### src/rtl/mul_sequencer.sv
// ----------------------------------------------------------------------------
// mul_sequencer
//   Multi-cycle shift-add multiplier. It returns the low WIDTH bits of x_in*y_in.
//   The two's-complement low product equals the unsigned low product, so the
//   block does no sign handling. The block has no adder of its own. Every
//   partial-product add goes to the shared ALU through the arbiter's MUL port.
//
// Optional feature (macro MUL_EARLY_EXIT_EN):
//   When the macro is defined, iteration also stops once the remaining
//   multiplier bits are all zero. The result does not change.
//
// Ports:
//   clk, rst_n   clock (rising edge) and asynchronous active-low reset
//   start        one-cycle pulse; x_in/y_in are sampled when it is accepted (IDLE only)
//   x_in, y_in   multiplicand / multiplier
//   req_alu      shared-ALU request; alu_op/alu_x/alu_y are 0 when it is low
//   alu_result   combinational ALU sum, returned in the same cycle as req_alu
//   busy         high while iterating
//   done         one-cycle pulse when the product is complete
//   result       product; held until the next operation completes
// ----------------------------------------------------------------------------
module mul_sequencer #(
    parameter int unsigned WIDTH  = 16,
    parameter logic [5:0]  ADD_OP = 6'b000010
) (
    input  logic             clk,
    input  logic             rst_n,
    input  logic             start,
    input  logic [WIDTH-1:0] x_in,
    input  logic [WIDTH-1:0] y_in,
    output logic             req_alu,
    output logic [5:0]       alu_op,
    output logic [WIDTH-1:0] alu_x,
    output logic [WIDTH-1:0] alu_y,
    input  logic [WIDTH-1:0] alu_result,
    output logic             busy,
    output logic             done,
    output logic [WIDTH-1:0] result
);

    localparam int unsigned CntW = (WIDTH > 1) ? $clog2(WIDTH) : 1;
    localparam logic [CntW-1:0] CntLast = CntW'(WIDTH - 1);

    typedef enum logic [1:0] {StIdle, StIter, StDone} state_e;

    state_e            r_state;
    state_e            w_state_next;
    logic [WIDTH-1:0]  r_acc;
    logic [WIDTH-1:0]  r_mcand;
    logic [WIDTH-1:0]  r_mplier;
    logic [CntW-1:0]   r_cnt;
    logic [WIDTH-1:0]  r_result;
    logic              w_add;
    logic              w_early;

    // An add is needed only when the current multiplier bit is set.
    assign w_add = (r_state == StIter) && r_mplier[0];

`ifdef MUL_EARLY_EXIT_EN
    assign w_early = ((r_mplier >> 1) == '0);
`else
    assign w_early = 1'b0;
`endif

    // State register
    always_ff @(posedge clk or negedge rst_n) begin
        if (!rst_n) begin
            r_state <= StIdle;
        end else begin
            r_state <= w_state_next;
        end
    end

    // Next-state logic
    always_comb begin
        w_state_next = r_state;
        unique case (r_state)
            StIdle: if (start) w_state_next = StIter;
            StIter: if ((r_cnt == CntLast) || w_early) w_state_next = StDone;
            StDone: w_state_next = StIdle;
            default: w_state_next = StIdle;
        endcase
    end

    // Datapath registers
    always_ff @(posedge clk or negedge rst_n) begin
        if (!rst_n) begin
            r_acc    <= '0;
            r_mcand  <= '0;
            r_mplier <= '0;
            r_cnt    <= '0;
            r_result <= '0;
        end else begin
            unique case (r_state)
                StIdle: begin
                    if (start) begin
                        r_acc    <= '0;
                        r_mcand  <= x_in;
                        r_mplier <= y_in;
                        r_cnt    <= '0;
                    end
                end
                StIter: begin
                    if (w_add) r_acc <= alu_result;
                    r_mcand  <= r_mcand << 1;
                    r_mplier <= r_mplier >> 1;
                    r_cnt    <= r_cnt + 1'b1;
                end
                StDone: r_result <= r_acc;
                default: ;
            endcase
        end
    end

    // Output logic
    always_comb begin
        req_alu = w_add;
        alu_op  = w_add ? ADD_OP : 6'd0;
        alu_x   = w_add ? r_acc : '0;
        alu_y   = w_add ? r_mcand : '0;
        busy    = (r_state == StIter);
        done    = (r_state == StDone);
        // Bypass the finished accumulator so the result is already valid during done.
        result  = (r_state == StDone) ? r_acc : r_result;
    end

endmodule
### config.mk
export PLATFORM = sky130hd
export DESIGN_NAME = mul_sequencer
export DESIGN_NICKNAME = d
export VERILOG_FILES = /design/src/rtl/mul_sequencer.sv
export SDC_FILE = /design/constraint.sdc
export NUM_CORES = 1
export LEC_CHECK = 0
export BUFFER_PORTS_ARGS = -buffer_cell sky130_fd_sc_hd__buf_4
export CORE_ASPECT_RATIO = 1.25
export CORE_MARGIN = 3
export CORE_UTILIZATION = 46
export DETAILED_ROUTE_END_ITERATION = 8
export GPL_TIMING_DRIVEN = 0
export PLACE_DENSITY = 0.83
export SETUP_SLACK_MARGIN = 0.15
export SKIP_LAST_GASP = 1
export SYNTH_ARGS = -nofsm -noshare
export SYNTH_HDL_FRONTEND = slang
export SYNTH_SLANG_ARGS = --single-unit
### constraint.sdc
create_clock -name clk -period 1.9 [get_ports clk]
set_clock_uncertainty 0.15 [all_clocks]
set_input_delay 0.57 -clock clk [delete_from_list [all_inputs] [get_ports clk]]
set_output_delay 0.57 -clock clk [all_outputs]
set_load 0.1 [all_outputs]
# Word level (Yosys, flattened, before mapping)
# Cells that the tools add are included.
[classes] n_addsub=1 eq_ne=6 muxes=16 reduce_logical=6
[op_table] cell="$mux W16" n=7
[op_table] cell="$pmux W16 S2" n=3
[op_table] cell="$pmux W4 S2" n=1
[op_table] cell="$mux W2" n=3
[op_table] cell="$add A4 B1 Y4 const B" n=1
[op_table] cell="$eq A4 B4 Y1 const B" n=1
[op_table] cell="$mux W4" n=1
[op_table] cell="$ne A2 B1 Y1 const B" n=2
[op_table] cell="$pmux W2 S2" n=1
[op_table] cell="$reduce_and A2 Y1" n=2
[op_table] cell="$reduce_and A3 Y1" n=1
[op_table] cell="$eq A2 B1 Y1 const B" n=1
[op_table] cell="$eq A2 B2 Y1 const B" n=1
[op_table] cell="$logic_not A2 Y1" n=1
[op_table] cell="$ne A2 B2 Y1 const B" n=1
[op_table] cell="$reduce_bool A2 Y1" n=1
[op_table] cell="$logic_and A1 B1 Y1" n=1
[word_totals] register_bits=70 out_inout_bits=57 wordCells=35

# Logic depth before layout (Yosys ltp)
[depth] word_depth=4 ltp_mapped=6 depth_no_buf=4

# Least setup slack after synthesis
# No wires, ideal clock.
[synth_path] path_kind="register -> output" startpoint="register r_state[1]" endpoint="output alu_op[1]" arrival_time_ps=2297 t_required_ps=1180 path_slack_ps=-1117 path_stages_with_launch=6 n_path_buf=3 path_cell_list="dfrtp_1 > and2b_1 > buf_6 > buf_4 > and2_1 > buf_4"
[synth_between] elab_chain_len=3
[synth_rtl] item="start, declared" line_no="46" text="state_e r_state;"
[synth_rtl] item="start signal, assigned" line_no="68" text="r_state <= StIdle;"
[synth_rtl] item="start signal, assigned" line_no="70" text="r_state <= w_state_next;"
[synth_rtl] item="$eq A2 B1 Y1"
[synth_rtl] item="named net busy" line_no="36" text="output logic busy,"
[synth_rtl] item="$logic_and A1 B1 Y1" line_no="57" text="assign w_add = (r_state == StIter) && r_mplier[0];"
[synth_rtl] item="named net req_alu" line_no="31" text="output logic req_alu,"
[synth_rtl] item="$mux W2" line_no="118" text="alu_op = w_add ? ADD_OP : 6'd0;"
[synth_rtl] item="end, declared" line_no="32" text="output logic [5:0] alu_op,"
# The timed path passes the listed nets, and every way through them passes these cells.

# Final worst setup path
[layout_path] startpoint="register r_state[0]" endpoint="output result[9]"
[layout_between] elab_chain_len=2
[layout_rtl] item="$eq A2 B2 Y1" line_no="124" text="result = (r_state == StDone) ? r_acc : r_result;"
[layout_rtl] item="$mux W16"
[layout_rtl] item="end, declared" line_no="38" text="output logic [WIDTH-1:0] result"
# No other way between the ends.

==> flow_summary.json <==
{
  "synth_area_um2": 3460,
  "max_freq_mhz": 392,
  "setup_tns_ns": -28.92,
  "start_kind": "flip-flop",
  "syn-instance-count": 348,
  "layout_common_cells": "buf_4, dfrtp_1, buf_12",
  "antennaDiodeCount": 0,
  "status": "complete, but fails checks",
  "timing.critical_path.to_type": "output pin",
  "hpwl_mm": 6.56,
  "initialDrtViolationCount": 174,
  "violations": "setup timing",
  "syn_avg_cell_area_um2": 9.95,
  "nNetsFinal": 552,
  "grt_overflow": 0,
  "crit_required_ns": 1.18,
  "crit_type": "flip-flop to output pin",
  "setup_violations": 52,
  "numCtsBuffers": 9,
  "finalMaxSlewViolations": 0,
  "yosysWarnings": 0,
  "cts_max_level": 3,
  "die_y_um": 103,
  "hp-class": "input pin to asynchronous set/reset pin",
  "drt_pre_antenna_iters": 5,
  "leakagePower_nw": 2.84,
  "p_per_area_nw_per_um2": 1740,
  "peakVddDrop_v": 0.00118,
  "post-route-util_pct": 84.1,
  "drcViolationCount": 0,
  "maxCapViolations": 0,
  "n_fill_cell": 356,
  "die_area_um2": 8610,
  "synthFlopType": "dfrtp_1",
  "antenna_found_initial": 0,
  "cts_root_buf": "clkbuf_8",
  "tightest_slew_ns": 0.875,
  "async_flop_share_pct": 100,
  "track_usage_pct": 25.9,
  "wl_mm": 11.5,
  "synth_seq_cells": 70,
  "post_drt_wl_per_cell_um": 19.3,
  "routed_via_density": 5.63,
  "r2r_cells": 8,
  "synthToLayoutAreaGrowth_pct": 73.7,
  "clk-insertion-delay-late_ns": 0.34,
  "grt_pass1_wl_mm": 17.6,
  "fp.dieW_um": 83.6,
  "rsz0062_at_grt": "yes",
  "gp_congestion": 0.807,
  "multi_input_area_um2": 1780,
  "drive_above_1_share_pct": 48.9,
  "postRouteAntennaNets": 0,
  "cts_sinks": 70,
  "num_io_pins": 108,
  "grt_start_max_net_pins": 71,
  "slew_headroom_pct": 41.7,
  "synth_edf_count": 0,
  "cts_buffer_depth": 2,
  "start_util_pct": 48.4,
  "min_period_over_period_pct": 134,
  "seq_area_um2": 1750,
  "path_clk_slew_ns": 0.08,
  "finalCriticalPeriod_ns": 2.55,
  "final_common_cell": "buf_4",
  "arrival_ns": 1.83,
  "setup_ws_ns": -0.649,
  "placementRows": 34,
  "portBuffers": 102,
  "grt_pass1_vias": 3456,
  "crit_fanout": 5,
  "synth.distinct_cells": 29,
  "hold_viol": 0,
  "cts_hold_buf": 0,
  "yosysSeqAreaShare_pct": 50.6,
  "vias": 3352,
  "cts_tree": "done",
  "coreArea_um2": 7150
}
-- final timing paths --
path	from	endpoint	slack, ns
hold reg to reg	r_mplier[12]	r_mplier[12]	0.34
max in group asynchronous	rst_n	r_state[1]	0.78
min in group clk	alu_result[3]	r_acc[3]	0.34
setup / recovery	r_state[0]	result[9]	-0.65
hold / removal	rst_n	r_result[3]	0.20
setup reg to reg	r_state[0]	r_result[4]	0.10
-- synthesized netlist by cell type, types with 2 or more instances --
master	instances	area, um2
dfrtp_1	70	1750
nand2_1	49	184
o21ai_0	47	235
and3_1	32	200
a21oi_1	26	130
and3b_1	24	210
mux2_2	17	191
o31ai_1	16	120
clkbuf_1	15	56.3
buf_4	11	82.6
buf_2	9	45.0
a22oi_1	6	45.0
buf_6	4	45.0
nor2b_1	4	25.0
o21ai_1	3	15.0
a22o_1	2	17.5
-- worst max-delay path, cell delays in order (launching register included) --
cell and delay, ns:
dfrtp_1 0.37, buf_6 0.13, nor2b_4 0.11, buf_6 0.14
buf_6 0.11, buf_12 0.12, mux2_4 0.33, buf_12 0.17
-- timing repair --
action | in CTS | in global routing
setup buffers | 24 | 7
pin swaps | 0 | 1
endpoints found under the setup margin | 52 | 67
gates resized for setup | 195 | 32
gates cloned | 3 | 1
-- metrics by stage --
step	area (um2)	power (mW)	std cells	hold WS [ns]	worst slack (ns)
floorplan	3670	6.30	352	0.124	-0.324
global placement	4550	7.22	544	0.312	-0.533
detailed placement	4550	7.36	544	0.324	-0.542
CTS	5830	9.94	587	0.216	-0.612
global route	6010	10.9	595	0.259	-0.709
finish	6010	10.5	595	0.204	-0.649
-- registers in the layout, indices dropped and copies added (netlist names) --
signal,cells
r_result,16
r_mcand,16
r_cnt,4
r_mplier,16
r_state,2
r_acc,16
-- power breakdown --
group	internal [mW]	switching (mW)	leakage, nW
clock network	0.672	0.546	0.106
registers	2.08	0.438	0.921
logic	2.83	3.90	1.82
total	5.59	4.88	2.84
-- kinds of logic after synthesis --
logic type / synth area share [%]
muxes: 5.93
DFF: 50.6
xor gates and xnor gates: 0.253
other: 0.108
adders and majority gates: 0.361
and+or+nand+nor: 19.2
buffers and inverters: 6.76
AOI/OAI and AO/OA: 16.8
-- cell type report --
class | count | area share [%]
multi-input combinational | 242 | 29.7
sequential | 70 | 29.2
timing repair buffer | 137 | 30.6
tap | 90 | 1.87
buffer | 40 | 5.39
clock inverter | 4 | 0.749
clock buffer | 12 | 2.58
-- per-layer routing --
layer,wire length [um],track usage (%),vias up,part of all wire [%]
met4,235,9.03,0,2.0
li1,-,-,1527,-
met3,705,6.16,20,6.1
met2,6210,47.9,143,54
met1,4330,29.3,1662,38
met5,0,0,-,0
(Power assumes the default switching activity.)
